## config.mk

```make
export PLATFORM = sky130hd
export DESIGN_NAME = seg7_display_arbiter
export DESIGN_NICKNAME = d
export VERILOG_FILES = /design/src/rtl/seg7_pkg.sv /design/src/rtl/rr_arbiter.sv /design/src/rtl/seg7_display_arbiter.sv
export SDC_FILE = /design/constraint.sdc
export NUM_CORES = 1
export LEC_CHECK = 0
export ABC_AREA = 1
export CAP_MARGIN = 20
export CORE_MARGIN = 2
export CORE_UTILIZATION = 30
export CTS_CLUSTER_DIAMETER = 100
export DETAILED_ROUTE_END_ITERATION = 10
export PLACE_DENSITY_LB_ADDON = 0.3
export SYNTH_ARGS = -nofsm -noshare
export SYNTH_HDL_FRONTEND = slang
export SYNTH_SLANG_ARGS = --single-unit
```

## constraint.sdc

```tcl
create_clock -name clk -period 5.3 [get_ports clk]
set_clock_uncertainty 0.2 [all_clocks]
set_input_delay 1.325 -clock clk [delete_from_list [all_inputs] [get_ports clk]]
set_output_delay 1.325 -clock clk [all_outputs]
set_load 0.02 [all_outputs]
```

## src/rtl/seg7_pkg.sv

```systemverilog
// Types and defaults shared by the seg7 display path: arbiter FSM states,
// default timing constants and the BCD digit type also used by seg7.
package seg7_pkg;

  typedef enum logic [1:0] {
    ST_IDLE  = 2'd0,
    ST_SHOW  = 2'd1,
    ST_BLANK = 2'd2
  } arb_state_e;

  localparam logic [7:0] DWELL_TICKS_DEFAULT  = 8'd10;
  localparam logic [7:0] BLANK_CYCLES_DEFAULT = 8'd4;

  typedef logic [3:0] bcd_t;

  // A zero dwell request falls back to the build-time default.
  function automatic logic [7:0] effective_dwell(input logic [7:0] cfg,
                                                 input logic [7:0] dflt);
    return (cfg == 8'd0) ? dflt : cfg;
  endfunction

endpackage

```

## src/rtl/rr_arbiter.sv

```systemverilog
// Combinational round-robin picker: first asserted request searching upward
// from last_grant+1, wrapping modulo NUM_REQ.
module rr_arbiter #(
  parameter int NUM_REQ = 4
) (
  input  logic [NUM_REQ-1:0]         req,
  input  logic [$clog2(NUM_REQ)-1:0] last_grant,
  output logic                       gnt_valid,
  output logic [$clog2(NUM_REQ)-1:0] gnt_idx
);

  localparam int IDW = $clog2(NUM_REQ);

  logic [IDW-1:0] cand;

  // Walk from the farthest offset down so the nearest hit is the last write.
  always_comb begin
    gnt_valid = 1'b0;
    gnt_idx   = '0;
    cand      = '0;
    for (int k = NUM_REQ; k >= 1; k--) begin
      cand = IDW'((int'(last_grant) + k) % NUM_REQ);
      if (req[cand]) begin
        gnt_valid = 1'b1;
        gnt_idx   = cand;
      end
    end
  end

endmodule

```

## src/rtl/seg7_display_arbiter.sv

```systemverilog
// Time-shares the seg7 BCD digit path among NUM_REQ requesters: round-robin
// grant, dwell of D prescaled ticks, then a fixed blank gap before re-arbitration.
module seg7_display_arbiter
  import seg7_pkg::*;
#(
  parameter int         NUM_REQ      = 4,
  parameter logic [23:0] PRESCALE    = 24'd1_000_000,
  parameter logic [7:0] DWELL_TICKS  = DWELL_TICKS_DEFAULT,
  parameter logic [7:0] BLANK_CYCLES = BLANK_CYCLES_DEFAULT
) (
  input  logic                       clk,
  input  logic                       reset,
  input  logic [NUM_REQ-1:0]         req,
  input  logic [4*NUM_REQ-1:0]       value,
  input  logic [7:0]                 cfg_dwell,
  output logic [NUM_REQ-1:0]         ack,
  output logic [3:0]                 digit,
  output logic                       digit_valid,
  output logic [$clog2(NUM_REQ)-1:0] grant_id,
  output logic                       busy,
  output logic [1:0]                 dbg_state
);

  localparam int IDW = $clog2(NUM_REQ);

  arb_state_e         state_q;
  logic [NUM_REQ-1:0] ack_q;
  bcd_t               digit_q;
  logic               valid_q;
  logic               busy_q;
  logic [IDW-1:0]     grant_q;
  logic [IDW-1:0]     last_q;
  logic [23:0]        presc_q;
  logic [7:0]         dwell_cnt_q;
  logic [7:0]         dwell_q;
  logic [7:0]         blank_cnt_q;

  logic               gnt_valid;
  logic [IDW-1:0]     gnt_idx;
  logic               tick_d;
  logic               dwell_done_d;
  logic [7:0]         eff_dwell_d;
  bcd_t               pick_digit_d;
  logic [NUM_REQ-1:0] ack_onehot_d;

  rr_arbiter #(.NUM_REQ(NUM_REQ)) u_rr (
    .req        (req),
    .last_grant (last_q),
    .gnt_valid  (gnt_valid),
    .gnt_idx    (gnt_idx)
  );

  assign tick_d       = (presc_q == (PRESCALE - 24'd1));
  assign dwell_done_d = ((dwell_cnt_q + 8'd1) == dwell_q);
  assign eff_dwell_d  = effective_dwell(cfg_dwell, DWELL_TICKS);
  assign pick_digit_d = value[{gnt_idx, 2'b00} +: 4];
  assign ack_onehot_d = {{(NUM_REQ-1){1'b0}}, 1'b1} << grant_q;

  always_ff @(posedge clk) begin
    if (reset) begin
      state_q     <= ST_IDLE;
      ack_q       <= '0;
      digit_q     <= '0;
      valid_q     <= 1'b0;
      busy_q      <= 1'b0;
      grant_q     <= '0;
      last_q      <= IDW'(NUM_REQ - 1);
      presc_q     <= '0;
      dwell_cnt_q <= '0;
      dwell_q     <= '0;
      blank_cnt_q <= '0;
    end else begin
      ack_q <= '0;
      case (state_q)
        ST_IDLE: begin
          if (gnt_valid) begin
            state_q     <= ST_SHOW;
            digit_q     <= pick_digit_d;
            grant_q     <= gnt_idx;
            last_q      <= gnt_idx;
            dwell_q     <= eff_dwell_d;
            presc_q     <= '0;
            dwell_cnt_q <= '0;
            valid_q     <= 1'b1;
            busy_q      <= 1'b1;
          end
        end
        ST_SHOW: begin
          // A dropped request wins over completion: no ack for an abandoned grant.
          if (!req[grant_q]) begin
            state_q     <= ST_BLANK;
            valid_q     <= 1'b0;
            blank_cnt_q <= '0;
          end else if (tick_d && dwell_done_d) begin
            state_q     <= ST_BLANK;
            valid_q     <= 1'b0;
            blank_cnt_q <= '0;
            ack_q       <= ack_onehot_d;
          end else if (tick_d) begin
            presc_q     <= '0;
            dwell_cnt_q <= dwell_cnt_q + 8'd1;
          end else begin
            presc_q     <= presc_q + 24'd1;
          end
        end
        ST_BLANK: begin
          if (blank_cnt_q == (BLANK_CYCLES - 8'd1)) begin
            state_q <= ST_IDLE;
            busy_q  <= 1'b0;
          end else begin
            blank_cnt_q <= blank_cnt_q + 8'd1;
          end
        end
        default: begin
          state_q <= ST_IDLE;
          valid_q <= 1'b0;
          busy_q  <= 1'b0;
        end
      endcase
    end
  end

  assign ack         = ack_q;
  assign digit       = digit_q;
  assign digit_valid = valid_q;
  assign grant_id    = grant_q;
  assign busy        = busy_q;
  assign dbg_state   = state_q;

endmodule

```

# After elaboration in Yosys (flattened, before gate mapping)
# Cells that the tools add are included.
# Widths: inputs -> output; s select.
[word_totals] register_bits=64 out_inout_bits=14 word_cells=98
[op_classes] addsub=7 n_lt_le_gt_ge=5 eq_ne=12 shift=2 mux=44 n_bitwise=4 reduce_logical=13
[ops] operator="$mux 24" n=4
[ops] operator="$mux 8" n=8
[ops] operator="$pmux 24 s2" n=1
[ops] operator="$pmux 8 s2" n=2
[ops] operator="$add 24x1->24 const B" n=1
[ops] operator="$eq 24x20->1 const B" n=1
[ops] operator="$add 8x1->8 const B" n=2
[ops] operator="$mux 2" n=8
[ops] operator="$shiftx 16x5->4" n=1
[ops] operator="$lt 2x3->1 const B" n=5
[ops] operator="$mux 1" n=13
[ops] operator="$ne 2x2->1 const B" n=6
[ops] operator="$reduce_and 3->1" n=4
[ops] operator="$bmux 1 s2" n=5
[ops] operator="$eq 8x2->1 const B" n=1
[ops] operator="$eq 8x8->1" n=1
[ops] operator="$logic_not 8->1" n=1
[ops] operator="$pmux 1 s3" n=2
[ops] operator="$pmux 2 s3" n=1
[ops] operator="$reduce_and 5->1" n=1
[ops] operator="$add 2x1->2 const B" n=2
[ops] operator="$add 2x2->2 const B" n=2
[ops] operator="$not 1->1" n=4
[ops] operator="$reduce_and 4->1" n=1
[ops] operator="9 further kinds" n=10

# Depth between registers and ports, before layout
# Gate-level depths: netlist of run 1.
[depth] depth_word=9 ltp_mapped=15

# Cells and area by module
# From an unflattened synthesis of run 1, not the netlist that was laid out.
[hier_totals] hier_cells=673 hier_area_um2=4137.7
[by_module_without_submodules] module="seg7_display_arbiter" n_inst=1 cells_each=622 area_per_inst_um2=3891.2 seq_area_each_um2=1281.2
[by_module_without_submodules] module="rr_arbiter" n_inst=1 cells_each=51 area_per_inst_um2=246.5 seq_area_each_um2=0.0

# Worst setup path before layout of run 1
# OpenSTA, ideal clock, no wires.
[synth_path] path_kind="input-to-reg" from="input port req[0]" to="register digit_q[0], in the netlist digit[0]" t_arrival_ps=2476 path_slack_ps=2516 stages=13 cell_sequence="inv_1 > o21ai_0 > nand2_1 > o21ai_1 > inv_1 > nand2_1 > nand3_1 > nand2_2 > nand2_1 > nand3_1 > nand3_1 > nand2_1 > inv_1"
[synth_between] elab_chain_cells=7 elab_cells_between_ends=18
[synth_lines] item="from (decl)" line_no="seg7_display_arbiter.sv:13" source="input logic [NUM_REQ-1:0] req,"
[synth_lines] item="$bmux 1 s2" line_no="rr_arbiter.sv:23" source="if (req[cand]) begin"
[synth_lines] item="$mux 1 (implied by the code)" line_no="rr_arbiter.sv:23"
[synth_lines] item="$mux 2 or $mux 1 (tied branches) (4 in a row)" line_no="rr_arbiter.sv:23"
[synth_lines] item="$shiftx 16x5->4 or $reduce_and 2->1 (tied branches)"
[synth_lines] item="to (signal assigned)" line_no="seg7_display_arbiter.sv:78" source="digit_q <= pick_digit_d;"
[synth_lines] item="to (decl)" line_no="seg7_display_arbiter.sv:28" source="bcd_t digit_q;"
# Parallel ways exist; a longest one is shown, timed or not. The select of a mux whose other input is x is not followed.
# A chain may end at the register's enable or synchronous reset.

# Final worst setup path of run 1
[layout_path] from="input port req[0]" to="register presc_q[10]"
[layout_between] elab_chain_cells=8 elab_cells_between_ends=17
[layout_lines] item="$bmux 1 s2" line_no="rr_arbiter.sv:23"
[layout_lines] item="$mux 1 (implied by the code)" line_no="rr_arbiter.sv:23"
[layout_lines] item="$mux 1 (4 in a row)" line_no="rr_arbiter.sv:23"
[layout_lines] item="$ne 2x2->1 (no line)"
[layout_lines] item="$reduce_and 4->1 (no line) (*)"
[layout_lines] item="to (signal assigned)" line_no="seg7_display_arbiter.sv:103" source="presc_q <= presc_q + 24'd1;"
[layout_lines] item="to (decl)" line_no="seg7_display_arbiter.sv:33" source="logic [23:0] presc_q;"
# Mark *: on every way between the ends. The rest lies on a longest branch, timed or not. The select of a mux whose other input is x is not followed.

==> results of run 1 <==
==> registers in the layout, indices dropped and copies added (netlist names) <==
| signal | flops |
|---|---|
| ack | 4 |
| busy | 1 |
| dwell_cnt_q | 8 |
| presc_q | 24 |
| digit_valid | 1 |
| last_q | 2 |
| blank_cnt_q | 8 |
| dbg_state | 2 |
| dwell_q | 8 |
| grant_id | 2 |
| digit | 4 |
==> power by group through the flow <==
| stage | clock, mW | combinational [mW] | sequential (mW) |
|---|---|---|---|
| 3_3_place_gp | 0 | 1.49 | 0.906 |
| 2_1_floorplan | 0 | 1.18 | 0.885 |
| 5_1_grt | 0.673 | 1.71 | 0.929 |
| 4_1_cts | 0.653 | 1.50 | 0.895 |
| 3_5_place_dp | 0 | 1.49 | 0.902 |
| 6_report | 0.635 | 1.49 | 0.897 |
==> routing by layer <==
layer | track usage (%) | wire length, µm | vias up
met5 | 0 | 0 | -
met4 | 4.96 | 165 | 0
met3 | 3.29 | 594 | 17
met2 | 25.2 | 4780 | 102
met1 | 20.8 | 5450 | 1873
li1 | - | - | 2206
==> worst max-delay path, delay by kind of cell <==
kind	cells	cell delay (ns)
simple gates	8	1.01
buf+inv	3	0.88
compound gates	1	0.20
==> final cells by class <==
class,instances,share of cell area [%]
clock buffer,10,4.77
clock inverter,4,1.40
inverter,82,6.20
multi-input combinational,500,48.6
sequential,64,25.6
tap,176,4.40
timing repair buffer,46,9.05
==> path summary, 6_finish.rpt <==
path                                     to  cells after the start
worst max register to register  presc_q[10]                     10
worst max-delay path            presc_q[10]                     12
worst min register to register         busy                      2
worst min-delay path                   busy                      2
==> logic make-up (layout without fill, tap and decap cells) <==
logic type	count (synthesis)	in the layout
and+or+nand+nor	417	417
adders and majority gates	3	3
xor gates and xnor gates	11	11
DFF	64	64
buffers and inverters	97	142
AOI/OAI and AO/OA	69	69
==> metrics by stage <==
step / setup WS (ns) / cell area, µm² / util, % / hold slack (ns)
after floorplan: 2.52 / 4120 / - / 0.245
after global placement: 1.57 / 4700 / 35.2 / 0.249
after detailed placement: 1.58 / 4700 / 35.2 / 0.258
after CTS: 1.92 / 5010 / 37.5 / 0.268
after global routing: 1.63 / 5010 / 37.5 / 0.294
final: 1.91 / 5010 / 37.5 / 0.271
==> cell usage in the layout, fill, tap and decap left out, types with 2 or more instances in the layout <==
cell             netlist  routed
buf_4                  1       3
nor4_1                 3       3
nor2_2                16      16
inv_2                  4       4
dfxtp_1               64      64
bufinv_16              0       2
nand3_2                4       4
nor2_4                 3       3
clkdlybuf4s50_1        0      43
a21oi_2               13      13
nand3b_1               7       7
nand2_2                4       4
nand4_1               20      20
inv_1                 76      76
o21ai_1                9       9
a21oi_1               22      22
o21ai_0               21      21
xnor2_1                2       2
nor2_1                88      88
nor3_1                15      15
o211ai_1               2       2
nand2_1              191     191
ha_1                   3       3
clkinv_2               0       2
nand3_1               60      60
xor2_1                 8       8
clkbuf_16              0       9
==> impl_metrics.ini, run 1 <==
[outcome]
outcome = finished, final reports clean

[power]
p_leak_nw = 2.11
p_total_mw = 3.02
p_sw_mw = 1.41
clockPowerShare_pct = 21.0
pwr-share-seq_pct = 29.7
power.density_nw_per_um2 = 604
switching_share_pct = 46.5
peakVddDrop_uv = 197
power.internal_mw = 1.62
share_comb_of_total_power_pct = 49.3

[die]
die_h_um = 121
dieArea_um2 = 14700
std_cell_rows = 42
core_um2 = 13300
ios = 44
initial_core_util_pct = 30.8
die_w_um = 121

[grt]
grt_overflow_total = 0
grt_pass1_vias = 3813
grt_pass1_wl_um = 18400
grt_max_degree = 27
antenna_found_initial = 0
grtUsageTotal_pct = 15.6

[cts]
cts_resized = 0
root_buffer = clkbuf_16
hold_buffers = 0
cts_made_buffers = 9
clk_pin_slew_ns = 0.06
cts_buffer_depth = 2
cts_tree = yes
clkSinkCount = 64
htreeDepth = 3
clk_latency_ns = 0.34
post-cts-setup-buffers = 0

[yosys]
synthSimpleGateAreaFrac_pct = 45.7
ys_seq_area_share_pct = 31.1
synth_compound_area_share_pct = 9.81
synthArstFlopShare_pct = 0
synth_commonest_cells = 191 x nand2_1, 88 x nor2_1, 76 x inv_1, 64 x dfxtp_1, 60 x nand3_1
ys.flop_type = dfxtp_1
synth_area_leaders = dfxtp_1 31%, nand2_1 17%, nor2_1 8.0%
synth_seq_cells = 64
postSynthAreaPerCell_um2 = 6.23
syn_nets = 694
netlist_instances = 661
synth-edff-count = 0
synthXorXnorAreaFrac_pct = 2.67
synth_fa_ha_area_share_pct = 0.912
synth_area_leader_cell = dfxtp_1
yosys_warnings = 0
synth_cell_types = 37
synth_top_family_by_area = simple AND/OR/NAND/NOR gates
synth_top_area_share_pct = 31.1
synthMuxAreaShare_pct = 0
synth.most_common_cell = nand2_1
syn-cell-area_um2 = 4120

[routing]
ant_nets = 0
dr.pass1.iters = 4
drc = 0
via_count = 4198
via_per_inst = 4.76
drtIter0Drc = 233
routed_wl_um = 11000
wl_per_cell_um = 12.5

[place]
place_congestion = 0.883
dp_cells = 868
port_buffers = 43
dp_hpwl_um = 7830

[cells_and_area]
insertedDiodeCount = 0
synthToLayoutAreaGrowth_pct = 21.6
regArea_um2 = 1280
drive_above_1_share_pct = 9.35
multi_input_area_um2 = 2430
nets = 736
fillers = 1472
fin_cells = 882

[timing]
rsz0062_at_grt = false
slew-limit-headroom_pct = 59.0
worst_pin_slew_ns = 0.611
setup_viol = 0
final-max-slew-violation-count = 0
period_share_pct = 63.9
hold_viol = 0
tns_ns = 0
fmax_mhz = 295
post-route-min-period_ns = 3.39

[setup_path]
critical_path_class = primary input to flop
critPathLaunchType = primary input
crit_chain = clkdlybuf4s50_1 -> inv_1 -> o21ai_0 -> nor2_1 -> nand4_1 -> nand2_1 -> nor2_2 -> nand2_4 -> inv_4 -> nand2_1 -> nand2_1 -> nor2_1
arrival_ns = 3.42
crit_path_end_kind = flop
critPathMaxStageDelay_ns = 0.46
crit_start = req[0]
crit_top_cell = nand2_1
r2r-start = dbg_state[0]
cpMaxStageDelayCell = clkdlybuf4s50_1
rrSetupSlack_ns = 2.55
critical_path_required_ns = 5.33
crit_fanout = 26

[job]
maxCapViolCount = 0

[worst_hold_path]
holdCritStartpoint = busy
hold_path_class = flop to flop
Power figures use the tool's default switching activity.
==> run 2: changes to the inputs <==
clock period = 3.2 ns   (was 5.3 ns; I/O delays follow)
==> impl_metrics.ini, run 2 (synthesis results as in run 1) <==
[place]
dpl_cell_area_um2 = 4770
port_buffers = 43
place_congestion = 0.884
dp_hpwl_um = 7910

[setup_path]
crit_path_end_kind = flop
path_buf_inv = 4
crit_chain = clkdlybuf4s50_1 -> inv_1 -> o21ai_0 -> nor2_1 -> nand4_1 -> nand2_1 -> nor2_2 -> nand2_4 -> inv_4 -> buf_12 -> nor2_2 -> nor2_1
worst_r2r_endpoint = presc_q[17]
critical_path_required_ns = 3.29
arrival_ns = 2.75
critPathLaunchType = primary input
r2r-start = presc_q[0]
crit_path_end = presc_q[8]
crit_start = req[0]
critPathMaxStageDelay_ns = 0.45
cpMaxStageDelayCell = clkdlybuf4s50_1
rrSetupSlack_ns = 0.65
r2r_cells = 13
critical_path_class = primary input to flop
crit_family = buffers and inverters
crit_fanout = 19
crit_cells = 12

[cts]
htreeDepth = 3
cts_resized = 0
clkSinkCount = 64
post-cts-setup-buffers = 0
cts_tree = yes
clk_pin_slew_ns = 0.06
cts_made_buffers = 9
hold_buffers = 0
root_buffer = clkbuf_16
clk_latency_ns = 0.35
cts_buffer_depth = 2

[timing]
rsz0062_at_grt = false
period_share_pct = 83.2
whs_ns = 0.270
slew-limit-headroom_pct = 65.8
setup_viol = 0
final-max-slew-violation-count = 0
hold_viol = 0
tns_ns = 0
fmax_mhz = 376
worst_pin_slew_ns = 0.513
post-route-min-period_ns = 2.66

[cells_and_area]
regMostFlops = presc_q
drive_above_1_share_pct = 10.5
final_area_um2 = 5050
final_cell_mix = 191 x nand2_1, 88 x nor2_1, 76 x inv_1
layout.cells.most_common = nand2_1
fillers = 1451
insertedDiodeCount = 0
nets = 744
largest_reg_flops = 24
synthToLayoutAreaGrowth_pct = 22.8

[routing]
drtIter0Drc = 272
via_per_inst = 4.66
routed_wl_um = 10900
ant_nets = 0
wl_per_cell_um = 12.3
drc = 0
dr.pass1.iters = 4
via_count = 4154

[die]
core_um2 = 13300
dieArea_um2 = 14700
std_cell_rows = 42
ios = 44
initial_core_util_pct = 30.8
die_w_um = 121
die_h_um = 121

[outcome]
outcome = finished, final reports clean

[job]
maxCapViolCount = 0

[grt]
grt_max_degree = 46
grt_overflow_total = 0
grt_pass1_wl_um = 18600
grt_pass1_vias = 3846
antenna_found_initial = 0
globalRoute.busiestLayer = met2
grt_use_met1_pct = 21.3
use_met2_pct = 25.5
grtUsageMet3_pct = 3.85
grtUsageTotal_pct = 16.0

[power]
p_leak_nw = 2.13
peakVddDrop_uv = 382
power.density_nw_per_um2 = 996

[worst_hold_path]
hold_path_class = flop to flop
==> run 2: cell types whose count changed in the layout (fill, tap and decap cells not counted), sizes merged <==
cell      delta
buf          +8
bufinv       -2
clkbuf       +2
clkinvlp     +2
==> run 2: worst min path at each step <==
| stage | from | depth (start not counted) | slack (ns) | to |
|---|---|---|---|---|
| detailed placement | busy | 2 | 0.26 | busy |
| global route | dwell_q[7] | 2 | 0.30 | dwell_q[7] |
| CTS | busy | 2 | 0.27 | busy |
| floorplan | dwell_q[0] | 2 | 0.24 | dwell_q[0] |
| global placement | busy | 2 | 0.25 | busy |
| finish | busy | 2 | 0.27 | busy |
==> run 2: layer usage <==
metal  up-vias  part of all wire [%]
met5         -                     0
met4         0                   1.1
met3        10                   5.0
met2        88                    44
met1      1831                    50
li1       2225                     -
==> run 2: power by group <==
group | switching (mW) | leakage, nW | internal, mW | total (mW)
Combinational | 1.65 | 1.47 | 0.967 | 2.61
Clock | 0.369 | 0.135 | 0.566 | 0.935
Sequential | 0.355 | 0.527 | 1.13 | 1.49
==> run 2: cell type report <==
| class | instances | area [µm²] | share of cell area (%) |
|---|---|---|---|
| timing repair buffer | 54 | 526 | 10.4 |
| tap | 176 | 220 | 4.36 |
| clock buffer | 12 | 256 | 5.07 |
| clock inverter | 4 | 28.8 | 0.569 |
| inverter | 82 | 310 | 6.14 |
| sequential | 64 | 1280 | 25.3 |
| multi-input combinational | 500 | 2430 | 48.1 |
==> run 2: worst min-delay path, stage by stage, from the launching register on <==
cell and delay [ns]:
dfxtp_1 0.31, nand2_1 0.06, a21oi_1 0.05
==> run 2: per-stage QoR <==
stage	setup WS, ns	utilization [%]	power, mW	instances
final	0.539	37.9	5.04	892
after global routing	0.331	37.9	5.55	892
after CTS	0.561	37.9	5.09	892
after detailed placement	0.194	35.7	4.12	876
after global placement	0.239	35.7	4.12	876
after floorplan	0.941	-	3.42	661
